File: src/rtl/id_decode_lmsm.sv
// id_decode_lmsm: IITB RISC decode stage with LM/SM micro-op expansion
module id_decode_lmsm #(
    parameter logic [3:0] LM_OPCODE = 4'b0110,
    parameter logic [3:0] SM_OPCODE = 4'b0111
) (
    input  logic        clk,
    input  logic        resetn,
    input  logic        flush,
    input  logic        in_valid,
    input  logic [15:0] in_instr,
    output logic        in_ready,
    output logic        out_valid,
    input  logic        out_ready,
    output logic [18:0] out_data,
    output logic        lmsm_busy
);
    typedef enum logic {IDLE, EXPAND} state_t;
    state_t      state_q, state_d;
    logic        out_valid_q, out_valid_d;
    logic [18:0] out_data_q, out_data_d;
    logic [7:0]  mask_q, mask_d;
    logic [2:0]  base_q, base_d;
    logic [2:0]  offset_q, offset_d;
    logic        is_sm_q, is_sm_d;
    logic        adv, accept, expanding, uop_load;
    logic [3:0]  opc;
    logic [7:0]  src_mask, rem_mask;
    logic [2:0]  src_base, src_off, idx;
    logic        src_sm;
    logic [18:0] dec_word, uop;

    assign opc       = in_instr[15:12];
    assign expanding = (state_q == EXPAND);
    assign adv       = !out_valid_q || out_ready;
    assign in_ready  = !expanding && adv && !flush && resetn;
    assign accept    = in_valid && in_ready;
    assign out_valid = out_valid_q;
    assign out_data  = out_data_q;
    assign lmsm_busy = expanding;

    // Plain decode of non-LM/SM instructions; unknown opcodes decode to NOP
    always_comb begin
        dec_word = '0;
        case (opc)
            4'b0001, 4'b0010:
                dec_word = {in_instr[5:3], in_instr[11:9], in_instr[8:6], 1'b0, in_instr[1:0], opc, 1'b0, 2'b11};
            4'b0000, 4'b0100, 4'b0101, 4'b1000:
                dec_word = {in_instr[8:6], in_instr[11:9], in_instr[5:0], opc, 1'b0, 2'b10};
            4'b1010:
                dec_word = {in_instr[11:9], in_instr[8:6], 6'd0, opc, 1'b0, 2'b10};
            4'b0011, 4'b1001:
                dec_word = {in_instr[11:9], in_instr[8:0], opc, 1'b0, 2'b01};
            default:
                dec_word = '0;
        endcase
    end

    assign src_mask = expanding ? mask_q : in_instr[7:0];
    assign src_base = expanding ? base_q : in_instr[11:9];
    assign src_off  = expanding ? offset_q : 3'd0;
    assign src_sm   = expanding ? is_sm_q : (opc == SM_OPCODE);
    assign rem_mask = src_mask & (src_mask - 8'd1);
    assign uop      = {idx, src_base, 3'b000, src_off, src_sm ? 4'b0101 : 4'b0100, rem_mask == 8'd0, 2'b10};
    assign uop_load = (expanding && adv) ||
                      (accept && (opc == LM_OPCODE || opc == SM_OPCODE) && in_instr[7:0] != 8'd0);

    // Lowest set mask bit selects the register of the next micro-op
    always_comb begin
        idx = '0;
        for (int i = 7; i >= 0; i--)
            if (src_mask[i]) idx = 3'(i);
    end

    // Next output word and LM/SM sequencing state
    always_comb begin
        state_d     = state_q;
        out_valid_d = adv ? 1'b0 : out_valid_q;
        out_data_d  = out_data_q;
        mask_d      = mask_q;
        base_d      = base_q;
        offset_d    = offset_q;
        is_sm_d     = is_sm_q;
        if (uop_load) begin
            out_valid_d = 1'b1;
            out_data_d  = uop;
            mask_d      = rem_mask;
            base_d      = src_base;
            offset_d    = src_off + 3'd1;
            is_sm_d     = src_sm;
            state_d     = (rem_mask != 8'd0) ? EXPAND : IDLE;
        end else if (accept) begin
            out_valid_d = 1'b1;
            out_data_d  = dec_word;
        end
    end

    // Registers; reset and flush both abort any expansion and empty the output
    always_ff @(posedge clk) begin
        if (!resetn || flush) begin
            state_q     <= IDLE;
            out_valid_q <= 1'b0;
            out_data_q  <= '0;
            mask_q      <= '0;
            base_q      <= '0;
            offset_q    <= '0;
            is_sm_q     <= 1'b0;
        end else begin
            state_q     <= state_d;
            out_valid_q <= out_valid_d;
            out_data_q  <= out_data_d;
            mask_q      <= mask_d;
            base_q      <= base_d;
            offset_q    <= offset_d;
            is_sm_q     <= is_sm_d;
        end
    end
endmodule
File: config.mk
export PLATFORM = sky130hd
export DESIGN_NAME = id_decode_lmsm
export DESIGN_NICKNAME = d
export VERILOG_FILES = /design/src/rtl/id_decode_lmsm.sv
export SDC_FILE = /design/constraint.sdc
export NUM_CORES = 1
export LEC_CHECK = 0
export CORE_MARGIN = 5
export CORE_UTILIZATION = 56
export DETAILED_ROUTE_END_ITERATION = 7
export GPL_TIMING_DRIVEN = 1
export PLACE_DENSITY = 0.85
export SLEW_MARGIN = 0
export SYNTH_ARGS = -nofsm -noshare
export SYNTH_HDL_FRONTEND = slang
export SYNTH_SLANG_ARGS = --single-unit
export TNS_END_PERCENT = 20
File: constraint.sdc
create_clock -name clk -period 4.1 [get_ports clk]
set_input_delay 0.41 -clock clk [delete_from_list [all_inputs] [get_ports clk]]
set_output_delay 0.41 -clock clk [all_outputs]
set_load 0.05 [all_outputs]
# Word level (Yosys, flattened, before mapping)
# Cells that the tools add are included.
[op_classes]
add_sub_neg = 2
eq_ne = 10
n_mux = 20
bitwise_logic = 1
n_reduce_logical = 25
[op_table]
columns = ["cell", "count"]
rows = [
  ["$pmux W19 S4", 1],
  ["$mux W19", 2],
  ["$mux W3", 10],
  ["$eq A4 B3 Y1 const B", 4],
  ["$reduce_bool A8 Y1", 2],
  ["$eq A4 B4 Y1 const B", 3],
  ["$and A8 B8 Y8", 1],
  ["$eq A4 B2 Y1 const B", 2],
  ["$logic_not A8 Y1", 1],
  ["$mux W8", 1],
  ["$sub A8 B1 Y8 const B", 1],
  ["$logic_and A1 B1 Y1", 7],
  ["$mux W1", 6],
  ["$reduce_or A2 Y1", 3],
  ["$eq A4 B1 Y1 const B", 1],
  ["$logic_not A1 Y1", 4],
  ["$logic_not A4 Y1", 1],
  ["$logic_or A1 B1 Y1", 4],
  ["$reduce_or A4 Y1", 1],
  ["$add A3 B1 Y3 const B", 1],
  ["$reduce_bool A3 Y1", 1],
  ["$reduce_bool A2 Y1", 1],
]
[totals]
regBits = 36
input_bits = 21
output_inout_bits = 22
wordCells = 66

# Longest topological paths before layout
# Gate-level depths: netlist of run 1.
[logic_depth]
ltp_word = 10
mapped_depth = 8
ltp_nobuf = 6

# Worst setup path before layout of run 1
# Ideal clock, no wire load.
[synth_timing]
path_kind = "reg2reg"
from = "register state_q, in the netlist lmsm_busy"
to = "register out_data_q[10], in the netlist out_data[10]"
arrival_ns = 2.827
required_time_ns = 4.030
setup_slack_ns = 1.203
path_stages_with_launch = 6
n_path_buf = 1
period_less_slack_ns = 2.897
cell_sequence = "dfxtp_1 -> buf_2 -> nor3_1 -> nand4b_1 -> or3_1 -> a21oi_1"
[synth_via]
elab_chain_len = 9
[synth_lines]
columns = ["element", "line_no", "source"]
rows = [
  ["start: declaration", "18", "state_t state_q, state_d;"],
  ["start signal: assignment", "108", "state_q <= state_d;"],
  ["$logic_not A1 Y1 (*)", "35", "assign in_ready = !expanding && adv && !flush && resetn;"],
  ["$logic_and A1 B1 Y1 (*) (3 in a row)", "35", ""],
  ["named net in_ready", "11", "output logic in_ready,"],
  ["$logic_and A1 B1 Y1 (*)", "36", "assign accept = in_valid && in_ready;"],
  ["$logic_and A1 B1 Y1 (2 in a row)", "65", "(accept && (opc == LM_OPCODE || opc == SM_OPCODE) && in_instr[7:0] != 8'd0);"],
  ["$logic_or A1 B1 Y1", "64", "assign uop_load = (expanding && adv) ||"],
  ["$reduce_or A2 Y1 (no line)", "--", ""],
  ["end signal: assignment", "110", "out_data_q <= out_data_d;"],
  ["end: declaration", "20", "logic [18:0] out_data_q, out_data_d;"],
]
# The timed path passes the listed nets; every way through them passes the cells marked *.
# A chain may end at the register's enable or synchronous reset.

# Worst setup path in the final report of run 1
[layout_timing]
from = "input port flush"
to = "output port in_ready"
[layout_via]
elab_chain_len = 3
[layout_lines]
columns = ["element", "line_no", "source"]
rows = [
  ["start: declaration", "8", "input logic flush,"],
  ["$logic_not A1 Y1", "35", ""],
  ["$logic_and A1 B1 Y1 (2 in a row)", "35", ""],
  ["end: declaration", "11", ""],
]
# Every way passes these cells.

==> impl_metrics.env, run 1 <==
export IMPL_pwr_share_clk_pct=33.1
export IMPL_final_cells=378
export IMPL_vias=2434
export IMPL_dpl_cell_area_um2=2700
export IMPL_cp_arrival_ns=2.37
export IMPL_switching_share_pct=28.5
export IMPL_power_density_nw_per_um2=261
export IMPL_viasPerCell=6.44
export IMPL_syn_nets=319
export IMPL_skew_ns=0.00630
export IMPL_combPwrFrac_pct=19.4
export IMPL_synth_common_cells="dfxtp_1 (35), a21oi_1 (34), nand2_1 (34)"
export IMPL_grt_pass1_wl_um=10800
export IMPL_root_buffer="clkbuf_8"
export IMPL_layout_nets=349
export IMPL_hold_violations=0
export IMPL_clk_pin_slew_worst_paths_ns=0.07
export IMPL_htree_levels=2
export IMPL_critPathKind="input pin to output port"
export IMPL_yosysWarnings=0
export IMPL_crit_required_ns=3.69
export IMPL_run_status="completed"
export IMPL_min_period_over_period_pct=67.8
export IMPL_synth_top_flop_cell="dfxtp_1"
export IMPL_cts_buffer_depth=2
export IMPL_fill_cells=340
export IMPL_total_power_mw=0.725
export IMPL_gr_total_overflow=0
export IMPL_cts_repair_resized=0
export IMPL_gp_congestion=0.876
export IMPL_finalInstanceArea_um2=2780
export IMPL_cts_setup_buffers=0
export IMPL_slew_viol_final=0
export IMPL_dp_slack_ns=1.29
export IMPL_p_seq_share_pct=47.5
export IMPL_drive_above_1_share_pct=8.23
export IMPL_core_area_um2=4000
export IMPL_drt_initial_drc_count=316
export IMPL_syn_inst=297
export IMPL_grt_use_total_pct=25.4
export IMPL_synth_top_area_share_pct=30.5
export IMPL_hp_class="register to register"
export IMPL_holdWs_ns=0.459
export IMPL_finalCriticalPeriod_ns=2.78
export IMPL_cp_max_fo=26
export IMPL_syn_area_um2=2300
export IMPL_tns_ns=0
export IMPL_fin_ws_ns=1.32
export IMPL_worst_setup_path_end_kind="output port"
export IMPL_start_util_pct=57.4
export IMPL_syn_to_final_growth_pct=21.0
export IMPL_synth_cell_types=52
export IMPL_die_w_um=74.0
export IMPL_avgSynthCellArea_um2=7.73
export IMPL_power_internal_mw=0.519
export IMPL_antenna_found_initial=0
export IMPL_cts_hold_buf=0
export IMPL_seq_area_frac_synth_pct=30.5
export IMPL_row_count=23
export IMPL_post_place_cells=370
export IMPL_synth_seq_cells=35
export IMPL_netSwitchingPower_mw=0.206
export IMPL_relSlewSlack_pct=40.3
export IMPL_drt_total_wl_um=6720
export IMPL_rsz0062_at_grt="no"
export IMPL_grt_max_degree=27
export IMPL_grt_pass1_vias=2247
export IMPL_dieArea_um2=5480
export IMPL_fmax_mhz=360
export IMPL_yosysMostFrequentCell="dfxtp_1"
export IMPL_clkLatencyLatePin_ns=0.29
export IMPL_portBuffers=42
export IMPL_yosys_top_cells_area="dfxtp_1 (31%), a21oi_1 (7.4%), nand2_1 (5.6%)"
export IMPL_antenna_left=0
export IMPL_tightest_slew_ns=0.892
export IMPL_rrSetupSlack_ns=1.51
export IMPL_worstSetupStartpointType="input pin"
export IMPL_ios=43
export IMPL_setup_viol=0
export IMPL_p_leak_nw=0.920
export IMPL_synth_edf_count=0
export IMPL_cts_made_buffers=5
export IMPL_dp_hpwl_um=4790
export IMPL_cts_sinks=35
export IMPL_drcViolationCount=0
export IMPL_first_pass_iters=7
export IMPL_peakVddDrop_mv=0.305
export IMPL_async_flop_share_pct=0
export IMPL_wl_per_cell_um=17.8
export IMPL_cts_tree="done"
export IMPL_synth_area_leader_cell="dfxtp_1"
export IMPL_n_antenna_cell=0
export IMPL_final_util_pct=69.5
export IMPL_maxCapViolations=0
export IMPL_die_y_um=74.0
-- placed cells by master (no fill, tap or decap), types with 3 or more instances in the layout --
cell,instances
nand2_1,34
inv_1,5
and2_1,5
nand3_1,4
nor2b_1,10
a32oi_1,3
a211o_1,3
a31oi_1,6
clkbuf_8,5
or3_1,5
o21ai_0,17
nor3_1,8
o22ai_1,3
a22oi_1,9
nor4b_1,3
dfxtp_1,35
a21oi_1,34
nor2_1,25
a32o_1,3
clkdlybuf4s50_1,42
mux2_2,9
mux2i_1,7
a2bb2oi_1,3
o211ai_1,6
o211a_1,3
buf_4,5
nand2b_1,3
-- registers in the layout, indices dropped and copies added, names as in the netlist --
signal     cells
base_q         3
mask_q         7
lmsm_busy      1
out_data      19
out_valid      1
offset_q       3
is_sm_q        1
-- layer usage --
metal / track usage, % / up-vias / wire length [um]
met1: 34.0 / 1129 / 2900
met5: 0 / - / 0
met4: 10.1 / 0 / 148
li1: - / 1162 / -
met2: 40.6 / 130 / 3080
met3: 4.59 / 13 / 582
-- worst paths after layout --
path	startpoint	end	cells after the start
worst min register to register	out_data[2]	out_data[2]	2
worst max register to register	lmsm_busy	out_data[18]	5
worst max-delay path	flush	in_ready	5
worst min-delay path	out_data[2]	out_data[2]	2
-- power by group through the flow --
stage	Sequential, mW	Combinational [mW]	Clock [mW]
after CTS	0.344	0.138	0.244
after global placement	0.352	0.137	0
after detailed placement	0.352	0.138	0
after floorplan	0.359	0.0830	0
after global routing	0.344	0.151	0.256
final	0.344	0.141	0.240
-- logic make-up (layout without fill, tap and decap cells) --
family / after synthesis / in the layout / synth area share [%]
flip-flops: 35 / 35 / 30.5
adder cells (fa/ha/maj): 2 / 2 / 0.981
AO/OA/AOI/OAI: 107 / 107 / 31.3
XOR/XNOR: 2 / 2 / 0.763
buffers and inverters: 29 / 60 / 5.99
AND/OR/NAND/NOR: 106 / 106 / 22.9
multiplexers: 16 / 16 / 7.47
-- layout make-up --
class                      instances  area, um^2  area share, %
sequential                        35         701           25.2
clock buffer                       7        76.3           2.75
multi-input combinational        233        1460           52.5
inverter                           5        18.8          0.675
timing repair buffer              47         458           16.5
clock inverter                     1        5.00          0.180
tap                               50        62.6           2.25
-- critical path: stages --
cell and delay (ns):
clkdlybuf4s50_1 0.44, nand2b_1 0.15, buf_4 0.22, nor3_1 0.28, clkdlybuf4s50_1 0.86
(Power assumes the default switching activity.)
==> inputs of run 2 (changes only) <==
Settings changed: CORE_UTILIZATION 56 to 47, PLACE_DENSITY 0.85 to 0.76.
Clock period 4.1 ns to 2.3 ns, I/O delays scaled along.
==> run 2 against run 1 <==
Effect of this change: register-to-register slack lost 1.2 ns; non-clock buffer count rose by 25; final area increased by 8.9%; flip-flop and latch count stayed put; first-iteration DRC count fell by 15%; largest cell class unchanged; highest routed layer unchanged.
==> impl_metrics.env, run 2 (synthesized netlist as in run 1, its figures left out) <==
export IMPL_die_y_um=79.9
export IMPL_crit_required_ns=2.49
export IMPL_tightest_slew_ns=0.630
export IMPL_wl_per_cell_um=16.8
export IMPL_gr_total_overflow=0
export IMPL_final_util_pct=64.1
export IMPL_final_common_cell="clkdlybuf4s50_1"
export IMPL_crit_buf_inv=1
export IMPL_clkLatencyLatePin_ns=0.29
export IMPL_tns_ns=0
export IMPL_p_leak_nw=1.06
export IMPL_skew_ns=0.00583
export IMPL_setup_viol=0
export IMPL_grt_max_degree=26
export IMPL_layout_nets=374
export IMPL_wirelength_met1_um=3070
export IMPL_cts_sinks=35
export IMPL_netSwitchingPower_mw=0.379
export IMPL_power_internal_mw=0.970
export IMPL_cts_made_buffers=5
export IMPL_portBuffers=42
export IMPL_syn_to_final_growth_pct=31.8
export IMPL_final_cells=419
export IMPL_finalCriticalPeriod_ns=2.02
export IMPL_critPathKind="register to register"
export IMPL_fmax_mhz=495
export IMPL_peakVddDrop_mv=0.332
export IMPL_antenna_left=0
export IMPL_largest_reg_flops=19
export IMPL_drt_total_wl_um=7030
export IMPL_hold_violations=0
export IMPL_grt_pass1_vias=2354
export IMPL_min_period_over_period_pct=87.9
export IMPL_max_stage_delay_ns=0.51
export IMPL_maxCapViolations=0
export IMPL_cts_hold_buf=0
export IMPL_drcViolationCount=0
export IMPL_wl_met2_um=3200
export IMPL_cts_repair_resized=0
export IMPL_root_buffer="clkbuf_8"
export IMPL_die_w_um=79.9
export IMPL_dieArea_um2=6380
export IMPL_pwr_share_clk_pct=33.5
export IMPL_clk_pin_slew_worst_paths_ns=0.07
export IMPL_power_density_nw_per_um2=446
export IMPL_highest_layer="met4"
export IMPL_cts_setup_buffers=0
export IMPL_ios=43
export IMPL_worstPathCellList="buf_4 -> nor4_1 -> nor2_1 -> o21ai_0 -> o2111ai_1 -> o211a_1"
export IMPL_start_util_pct=48.6
export IMPL_core_area_um2=4720
export IMPL_critPathLaunch="lmsm_busy"
export IMPL_worst_setup_path_end_kind="register"
export IMPL_gp_congestion=0.879
export IMPL_vias=2539
export IMPL_switching_share_pct=28.1
export IMPL_holdCritStartpoint="out_data[2]"
export IMPL_cp_arrival_ns=2.21
export IMPL_n_antenna_cell=0
export IMPL_wl_met3_um=612
export IMPL_dp_slack_ns=0.0878
export IMPL_post_place_cells=412
export IMPL_path_delay_family="compound AO/OA/AOI/OAI gates"
export IMPL_p_seq_share_pct=45.5
export IMPL_worstSetupStartpointType="register"
export IMPL_antenna_found_initial=0
export IMPL_fin_ws_ns=0.279
export IMPL_cp_slowest_cell="dfxtp_1"
export IMPL_slew_viol_final=0
export IMPL_cp_max_fo=16
export IMPL_grt_use_total_pct=22.6
export IMPL_cts_tree="done"
export IMPL_hp_class="register to register"
export IMPL_holdWs_ns=0.456
export IMPL_drive_above_1_share_pct=15.9
export IMPL_grt_pass1_wl_um=11300
export IMPL_htree_levels=2
export IMPL_drt_initial_drc_count=268
export IMPL_row_count=25
export IMPL_run_status="completed"
export IMPL_cts_buffer_depth=2
export IMPL_first_pass_iters=5
export IMPL_viasPerCell=6.06
export IMPL_combPwrFrac_pct=21.0
export IMPL_timing_rr_start="lmsm_busy"
export IMPL_relSlewSlack_pct=58.0
export IMPL_rsz0062_at_grt="no"
export IMPL_final_cell_mix="clkdlybuf4s50_1 (40), dfxtp_1 (35), a21oi_1 (34), nand2_1 (34), buf_4 (30)"
export IMPL_dp_hpwl_um=5340
run 2: tightest hold or removal path, cell delays in order, from the launching register on:
cell and delay [ns]:
dfxtp_1 0.31, nand2_1 0.05, a21oi_1 0.05
run 2: metal layers:
metal	vias to the layer above	GRT usage (%)
met1	1195	29.9
met3	20	4.97
met5	-	0
li1	1208	-
met4	0	7.26
met2	116	36.3
run 2: layout make-up:
type	instances	area, um^2
Fill cell	416	1700
Multi-Input combinational cell	233	1470
Sequential cell	35	701
Timing Repair Buffer	72	666
Tap cell	67	83.8
Clock buffer	6	82.6
Inverter	5	18.8
Clock inverter	1	5.00
run 2: worst paths after layout:
| kind | endpoint | slack [ns] | cells past startpoint |
|---|---|---|---|
| max | lmsm_busy | 0.28 | 6 |
| min | out_data[2] | 0.46 | 2 |
| max reg2reg | lmsm_busy | 0.28 | 6 |
| min reg2reg | out_data[2] | 0.46 | 2 |
run 2: per-stage QoR:
| step | power (mW) | instance area [um^2] |
|---|---|---|
| finish | 1.35 | 3030 |
| global route | 1.41 | 3030 |
| CTS | 1.36 | 3030 |
| detailed placement | 0.904 | 2940 |
| global placement | 0.901 | 2940 |
| floorplan | 0.790 | 2310 |
run 2: power by group through the flow:
stage	Combinational, mW	Sequential [mW]	Clock (mW)
floorplan	0.149	0.641	0
global placement	0.274	0.627	0
detailed placement	0.277	0.627	0
CTS	0.278	0.613	0.463
global route	0.301	0.614	0.496
finish	0.283	0.614	0.452
